[config.mk]
export PLATFORM = sky130hd
export DESIGN_NAME = cache_fill_unit
export DESIGN_NICKNAME = d
export VERILOG_FILES = /design/src/rtl/cache_fill_unit.sv
export SDC_FILE = /design/constraint.sdc
export NUM_CORES = 1
export LEC_CHECK = 0
export BUFFER_PORTS_ARGS = -buffer_cell sky130_fd_sc_hd__buf_2
export CAP_MARGIN = 40
export CORE_AREA = 2 2 312 314
export CTS_BUF_LIST = sky130_fd_sc_hd__clkbuf_8
export DETAILED_ROUTE_END_ITERATION = 8
export DIE_AREA = 0 0 314 316
export GPL_ROUTABILITY_DRIVEN = 0
export HOLD_SLACK_MARGIN = 0.03
export PLACE_DENSITY = 0.48
export SLEW_MARGIN = 0
export SYNTH_ARGS = -nofsm -noshare
export SYNTH_HDL_FRONTEND = slang
export SYNTH_SLANG_ARGS = --single-unit
[constraint.sdc]
create_clock -name i_clk -period 38.9 [get_ports i_clk]
set_input_delay 5.835 -clock i_clk [delete_from_list [all_inputs] [get_ports i_clk]]
set_output_delay 5.835 -clock i_clk [all_outputs]
set_load 0.02 [all_outputs]
[src/rtl/cache_fill_unit.sv]
// cache_fill_unit: single-outstanding line-fill engine between a cache and its memory arbiter.
// Optional critical-word-first ordering is enabled with `define CACHE_FILL_CRIT_WORD_EN.
module cache_fill_unit #(
  parameter int unsigned          WIDTH      = 64,
  parameter int unsigned          TAG_WIDTH  = 13,
  parameter int unsigned          LINE_BEATS = 8,
  parameter logic [TAG_WIDTH-2:0] TAG_ID     = 12'h001
) (
  input  logic                        i_clk,
  input  logic                        i_reset,
  input  logic                        i_miss_valid,
  input  logic [WIDTH-1:0]            i_miss_addr,
  output logic                        o_miss_ready,
  output logic                        o_reqcyc,
  output logic [WIDTH-1:0]            o_req,
  output logic [TAG_WIDTH-1:0]        o_reqtag,
  input  logic                        i_reqack,
  input  logic                        i_respcyc,
  input  logic [WIDTH-1:0]            i_resp,
  input  logic [TAG_WIDTH-1:0]        i_resptag,
  output logic                        o_respack,
  output logic                        o_fill_valid,
  output logic [WIDTH-1:0]            o_fill_addr,
  output logic [WIDTH*LINE_BEATS-1:0] o_fill_data,
  input  logic                        i_fill_ready,
  output logic                        o_busy
);

  localparam int unsigned WORD_BITS = $clog2(WIDTH / 8);
  localparam int unsigned OFF       = $clog2((WIDTH / 8) * LINE_BEATS);
  localparam int unsigned CNT_W     = $clog2(LINE_BEATS);
  localparam logic [TAG_WIDTH-1:0] REQ_TAG  = {1'b1, TAG_ID};
  localparam logic [CNT_W-1:0]     LAST_CNT = CNT_W'(LINE_BEATS - 1);

  typedef enum logic [1:0] {
    S_IDLE,
    S_REQ,
    S_RESP,
    S_FILL
  } state_t;

  state_t                      r_state;
  logic                        r_miss_ready;
  logic                        r_reqcyc;
  logic [WIDTH-1:0]            r_req;
  logic [TAG_WIDTH-1:0]        r_reqtag;
  logic [WIDTH-1:0]            r_line_addr;
  logic                        r_fill_valid;
  logic [WIDTH-1:0]            r_fill_addr;
  logic [WIDTH*LINE_BEATS-1:0] r_fill_data;
  logic [CNT_W-1:0]            r_cnt;
  logic                        r_busy;

  logic [WIDTH-1:0]            w_line_addr;
  logic [WIDTH-1:0]            w_req_addr;
  logic [CNT_W-1:0]            w_lane;
  logic                        w_beat_acc;
  logic                        w_unused_addr;

  assign w_line_addr   = {i_miss_addr[WIDTH-1:OFF], {OFF{1'b0}}};
  // low address bits only select the critical word, and only when that ordering is enabled
  assign w_unused_addr = &{1'b0, i_miss_addr[OFF-1:0]};

`ifdef CACHE_FILL_CRIT_WORD_EN
  logic [CNT_W-1:0] r_start_word;
  logic [CNT_W-1:0] w_start_word;

  assign w_start_word = i_miss_addr[OFF-1:WORD_BITS];
  assign w_req_addr   = {i_miss_addr[WIDTH-1:WORD_BITS], {WORD_BITS{1'b0}}};
  assign w_lane       = r_start_word + r_cnt;

  always_ff @(posedge i_clk or posedge i_reset) begin
    if (i_reset) begin
      r_start_word <= '0;
    end else if (r_state == S_IDLE && i_miss_valid) begin
      r_start_word <= w_start_word;
    end
  end
`else
  assign w_req_addr = w_line_addr;
  assign w_lane     = r_cnt;
`endif

  // respack must answer in the same cycle as the beat, so it is decoded rather than registered
  assign w_beat_acc = (r_state == S_RESP) && i_respcyc && (i_resptag == REQ_TAG);

  always_ff @(posedge i_clk or posedge i_reset) begin
    if (i_reset) begin
      r_state      <= S_IDLE;
      r_miss_ready <= 1'b1;
      r_reqcyc     <= 1'b0;
      r_req        <= '0;
      r_reqtag     <= '0;
      r_line_addr  <= '0;
      r_fill_valid <= 1'b0;
      r_fill_addr  <= '0;
      r_fill_data  <= '0;
      r_cnt        <= '0;
      r_busy       <= 1'b0;
    end else begin
      case (r_state)
        S_IDLE: begin
          if (i_miss_valid) begin
            r_state      <= S_REQ;
            r_miss_ready <= 1'b0;
            r_busy       <= 1'b1;
            r_line_addr  <= w_line_addr;
            r_reqcyc     <= 1'b1;
            r_req        <= w_req_addr;
            r_reqtag     <= REQ_TAG;
          end
        end
        S_REQ: begin
          if (i_reqack) begin
            r_state  <= S_RESP;
            r_reqcyc <= 1'b0;
            r_req    <= '0;
            r_reqtag <= '0;
            r_cnt    <= '0;
          end
        end
        S_RESP: begin
          if (w_beat_acc) begin
            for (int i = 0; i < LINE_BEATS; i++) begin
              if (w_lane == CNT_W'(i)) begin
                r_fill_data[i*WIDTH +: WIDTH] <= i_resp;
              end
            end
            r_cnt <= r_cnt + CNT_W'(1);
            if (r_cnt == LAST_CNT) begin
              r_state      <= S_FILL;
              r_fill_valid <= 1'b1;
              r_fill_addr  <= r_line_addr;
            end
          end
        end
        S_FILL: begin
          if (i_fill_ready) begin
            r_state      <= S_IDLE;
            r_fill_valid <= 1'b0;
            r_miss_ready <= 1'b1;
            r_busy       <= 1'b0;
          end
        end
        default: begin
          r_state <= S_IDLE;
        end
      endcase
    end
  end

  assign o_miss_ready = r_miss_ready;
  assign o_reqcyc     = r_reqcyc;
  assign o_req        = r_req;
  assign o_reqtag     = r_reqtag;
  assign o_respack    = w_beat_acc;
  assign o_fill_valid = r_fill_valid;
  assign o_fill_addr  = r_fill_addr;
  assign o_fill_data  = r_fill_data;
  assign o_busy       = r_busy;

endmodule

## Word level (Yosys, flattened, before mapping)

Cells that the tools add are included.

| storage, ports and cells | value |
|---|---|
| output and inout port bits | 658 |
| flip-flop bits (word level) | 714 |

| operators by class | value |
|---|---|
| add/sub/neg operators | 1 |
| eq/ne operators | 16 |
| reduce and logical (&&, ||, !) cells | 22 |
| muxes and demuxes | 26 |

Operators by type and width:

| cell | number |
|---|---|
| two-way mux 64 bit | 2 |
| case mux 64 bit (2 select lines) | 1 |
| AND reduction 3 bit | 11 |
| two-way mux 13 bit | 2 |
| case mux 13 bit (2 select lines) | 1 |
| == test 13 bit, second input constant | 1 |
| == test 3 bit, second input constant | 4 |
| two-way mux 2 bit | 5 |
| inequality test 2 bit, second input constant | 4 |
| case mux 1 bit (2 select lines) | 4 |
| case mux 2 bit (4 select lines) | 1 |
| nonzero test 2 bit | 4 |
| two-way mux 1 bit | 7 |
| == test 3 x 2 -> 1 bit, second input constant | 2 |
| two-way mux 3 bit | 2 |
| case mux 3 bit (2 select lines) | 1 |
| AND reduction 5 bit | 1 |
| == test 2 bit, second input constant | 2 |
| AND reduction 4 bit | 1 |
| adder 3 x 1 -> 3 bit, second input constant | 1 |
| == test 3 x 1 -> 1 bit, second input constant | 1 |
| logical NOT 3 bit | 1 |
| == test 2 x 1 -> 1 bit, second input constant | 1 |
| logical AND 1 bit | 2 |
| other kinds (3) | 3 |

## Longest topological paths before layout

| depth | value |
|---|---|
| depth after elaboration | 5 |
| gate-level depth with buffers | 9 |

## Least setup slack after synthesis

No wires, ideal clock.

| path | value |
|---|---|
| path type | in2out |
| from | in i_resptag[3] |
| to | out o_respack |
| cell stages on the path | 2 |
| required time | 33.065 ns |
| slack | 25.788 ns |
| arrival | 7.277 ns |
| path through | or4b_2 nor4_1 |

| on the way | value |
|---|---|
| longest elaborated chain between the ends | 2 |

Ends and longest elaborated chain:

| item | line | RTL |
|---|---|---|
| start: declaration | 20 | `input logic [TAG_WIDTH-1:0] i_resptag,` |
| == test 13 bit | 85 | `assign w_beat_acc = (r_state == S_RESP) && i_respcyc && (i_resptag == REQ_TAG);` |
| logical AND 1 bit | 85 |  |
| end: declaration | 21 | `output logic o_respack,` |

Every way passes these cells.

## Worst setup path after layout

| path | value |
|---|---|
| from | in i_resptag[5] |
| to | out o_respack |

Same word-level chain as after synthesis.

==> results.yml <==
run_status:
  outcome: "complete, no violations"
finish:
  area_growth_pct: 29.6
  utilization: 0.356
  layout-drive-gt1-share: 0.551
  nets: 2803
route:
  firstDrtPassIters: 5
  dr_wl_met2_mm: 40.9
  avgViaCountPerCell: 4.43
  vias: 17900
  wl_per_cell_um: 20.9
  top_layer_used: "met5"
  ant_nets: 0
  wl_met1_mm: 32.8
  drc: 0
  totalWireLength_mm: 84.3
  met3_length_mm: 7.92
  drt-initial-drc-count: 807
power:
  ir_drop_mv: 0.0353
  powerDensity_mw_per_mm2: 51.6
  p_total_mw: 1.76
  leakagePower_nw: 19.7
sta:
  hold_viol_final: 0
  fin_tns_setup_ps: 0
  worst_pin_slew_ps: 966
  finClkSkew_ps: 45.8
  drv_slew: 0
  fin_crit_sh: 0.342
  finalCriticalPeriod_ps: 13310
  setup-violations-final: 0
  relSlewSlack: 0.356
  rsz0062_at_grt: "no"
  max_clock_freq_mhz: 75.1
yosys:
  syn_area_per_cell_um2: 14.5
  synthDistinctLibCells: 40
  ys_ff_latch: 695
  yosys_warnings: 0
  synthMuxAreaShare: 0.217
  synth-xor-area-share: 0
  synth_top_family_by_area: "multiplexers"
  postSynthCellCount: 1816
  synthSimpleGateAreaFrac: 0.0627
  syn_area_mm2: 0.0264
  synthAdderAreaFrac: 0.00475
  ys_seq_area_frac: 0.660
  synth_compound_area_frac: 0.0230
hold_path:
  hold_start: "r_line_addr[19]"
  min_path_type: "flip-flop to flip-flop"
  whs_path_depth: 2
  min_to: "o_fill_addr[19]"
clocking:
  clk_pin_slew_ps: 70
  cts_tree: "built"
  numCtsBuffers: 119
  clk_latency_ps: 750
  clock-root-buffer: "clkbuf_8"
  htree_levels: 3
  cts_hold_buf: 0
  clock-sinks: 695
  post-cts-setup-buffers: 0
  clock_path_buffers: 3
  cts_resized: 0
setup_path:
  crit_chain: "buf_2, nand4bb_1, nor4_1, clkdlybuf4s15_2, buf_2"
  cp-end-kind: "output port"
  rr_startpoint: "r_state[0]"
  crit_path_frequent_cell: "buf_2"
  r2r_end: "o_fill_data[352]"
  critPathMaxStageDelay_ps: 550
  path_class: "primary input to output port"
  cp_slowest_cell: "nand4bb_1"
  reg2reg_setup_slack_ps: 34640
  worst-r2r-cell-count: 7
  crit_fanout: 5
  worstPathArrival_ps: 7470
  cp-start-kind: "primary input"
  required_ps: 33070
floorplan:
  die_area_mm2: 0.0992
  die_h_um: 316
  num_io_pins: 805
  core_area_mm2: 0.0960
  die_w_um: 314
  rows: 114
  initial_core_util: 0.275
run:
  maxCapViolCount: 0
global_routing:
  grt_pass1_vias: 19000
  overflow: 0
  grt.total_usage: 0.166
  antenna_found_initial: 8
  grt_max_degree: 166
  grt_pass1_wl_mm: 124
placed_design:
  portBuffers: 775
  dp.final_hpwl_mm: 58.5
==> cell usage after synthesis <==
library cell,count,area (um^2)
inv_1,8,30.0
o21bai_1,1,7.51
nand3b_1,1,7.51
buf_4,28,210
dfstp_2,1,26.3
nand4b_1,1,8.76
or4b_1,1,10.0
a21oi_1,3,15.0
nor3_1,1,5.00
nand2_2,1,6.26
dfrtp_1,694,17400
o21ai_0,4,20.0
buf_1,7,26.3
nand2b_1,4,25.0
nand4bb_1,1,11.3
nand3_2,3,30.0
nor3b_1,3,22.5
nor4_1,1,6.26
buf_6,36,405
ha_1,10,125
or4bb_2,1,12.5
buf_2,14,70.1
clkbuf_1,32,120
nand4_1,1,6.26
mux2i_1,1,10.0
nor2_1,1,3.75
nand2_1,374,1400
or3_1,1,6.26
nor4_4,1,21.3
or4_2,1,8.76
a21o_1,2,15.0
nor4_2,1,12.5
mux2_2,507,5710
conb_1,1,3.75
o211ai_1,2,15.0
nand3_1,2,10.0
or4b_2,2,20.0
o2111ai_1,1,8.76
a22o_1,60,526
or4_1,2,15.0
==> stage by stage <==
stage	std cells	hold WS [ps]	cell area [um^2]	worst slack [ps]
after CTS	4024	445	34200	25550
after detailed placement	3801	451	31500	25540
after global routing	4026	466	34200	25500
after floorplan	1838	440	26400	13580
final	4026	451	34200	25590
after global placement	3794	451	31400	25230
==> layout by cell type (no fill, tap or decap), drive strengths merged, types with 2 or more instances in the layout <==
cell,netlist,routed
nand2b,4,4
nand2,375,375
clkinvlp,0,5
or4b,3,3
or4,3,3
o21ai,4,4
clkinv,0,17
conb,1,23
bufinv,0,7
o211ai,2,2
nor4,3,3
nand3,5,5
inv,8,48
a21oi,3,3
buf,85,803
clkbuf,32,154
a22o,60,60
ha,10,10
a21o,2,2
nor3b,3,3
dfrtp,694,694
diode,0,2
mux2,507,507
==> power by group <==
group / switching [mW] / leakage, nW / total, mW / internal [mW]
clock: 0.304 / 1.48 / 0.705 / 0.401
combinational: 0.142 / 8.68 / 0.235 / 0.0933
sequential: 0.0360 / 9.55 / 0.823 / 0.787
total: 0.482 / 19.7 / 1.76 / 1.28
==> worst max-delay path: cells and delay by family <==
kind / cells / cell delay (ps)
AND/OR/NAND/NOR: 2 / 1000
buffers and inverters: 3 / 640
==> sequential cells by signal, indices dropped and copies added, names as in the netlist <==
| signal | flops |
|---|---|
| o_fill_valid | 1 |
| o_busy | 1 |
| o_miss_ready | 1 |
| o_fill_addr | 58 |
| o_fill_data | 512 |
| r_line_addr | 58 |
| o_req | 58 |
| o_reqtag | 1 |
| r_cnt | 3 |
| r_state | 2 |
==> worst max-delay path by stage <==
| stage | depth (start not counted) | slack (ps) | from | endpoint |
|---|---|---|---|---|
| 3_3_place_gp | 4 | 25230 | i_resptag[5] | o_respack |
| 2_1_floorplan | 1 | 13580 | i_reset | o_busy |
| 3_5_place_dp | 5 | 25540 | i_resptag[5] | o_respack |
| 6_report | 5 | 25590 | i_resptag[5] | o_respack |
| 5_1_grt | 5 | 25500 | i_resptag[5] | o_respack |
| 4_1_cts | 5 | 25550 | i_resptag[5] | o_respack |
==> kinds of logic after synthesis <==
family                   count (synthesis)
buffers and inverters                  125
flip-flops                             695
AND/OR/NAND/NOR                        404
AO/OA/AOI/OAI                           73
adder cells (fa/ha/maj)                 10
multiplexers                           508
other                                    1
==> layer usage <==
layer  GRT usage  vias up
li1            -     7872
met1       0.192     9126
met2       0.275      700
met3      0.0660      151
met4      0.0668        4
met5           0        -
==> area by class of cell <==
class                           count  area, um^2
Multi-Input combinational cell   1018        8270
Antenna cell                        2        5.00
Inverter                            8        37.5
Timing Repair Buffer              804        4250
Tap cell                         1276        1600
Clock inverter                     69         493
Sequential cell                   695       17400
Clock buffer                      154        2120
Fill cell                        9505       61800
Power figures use the tool's default switching activity.
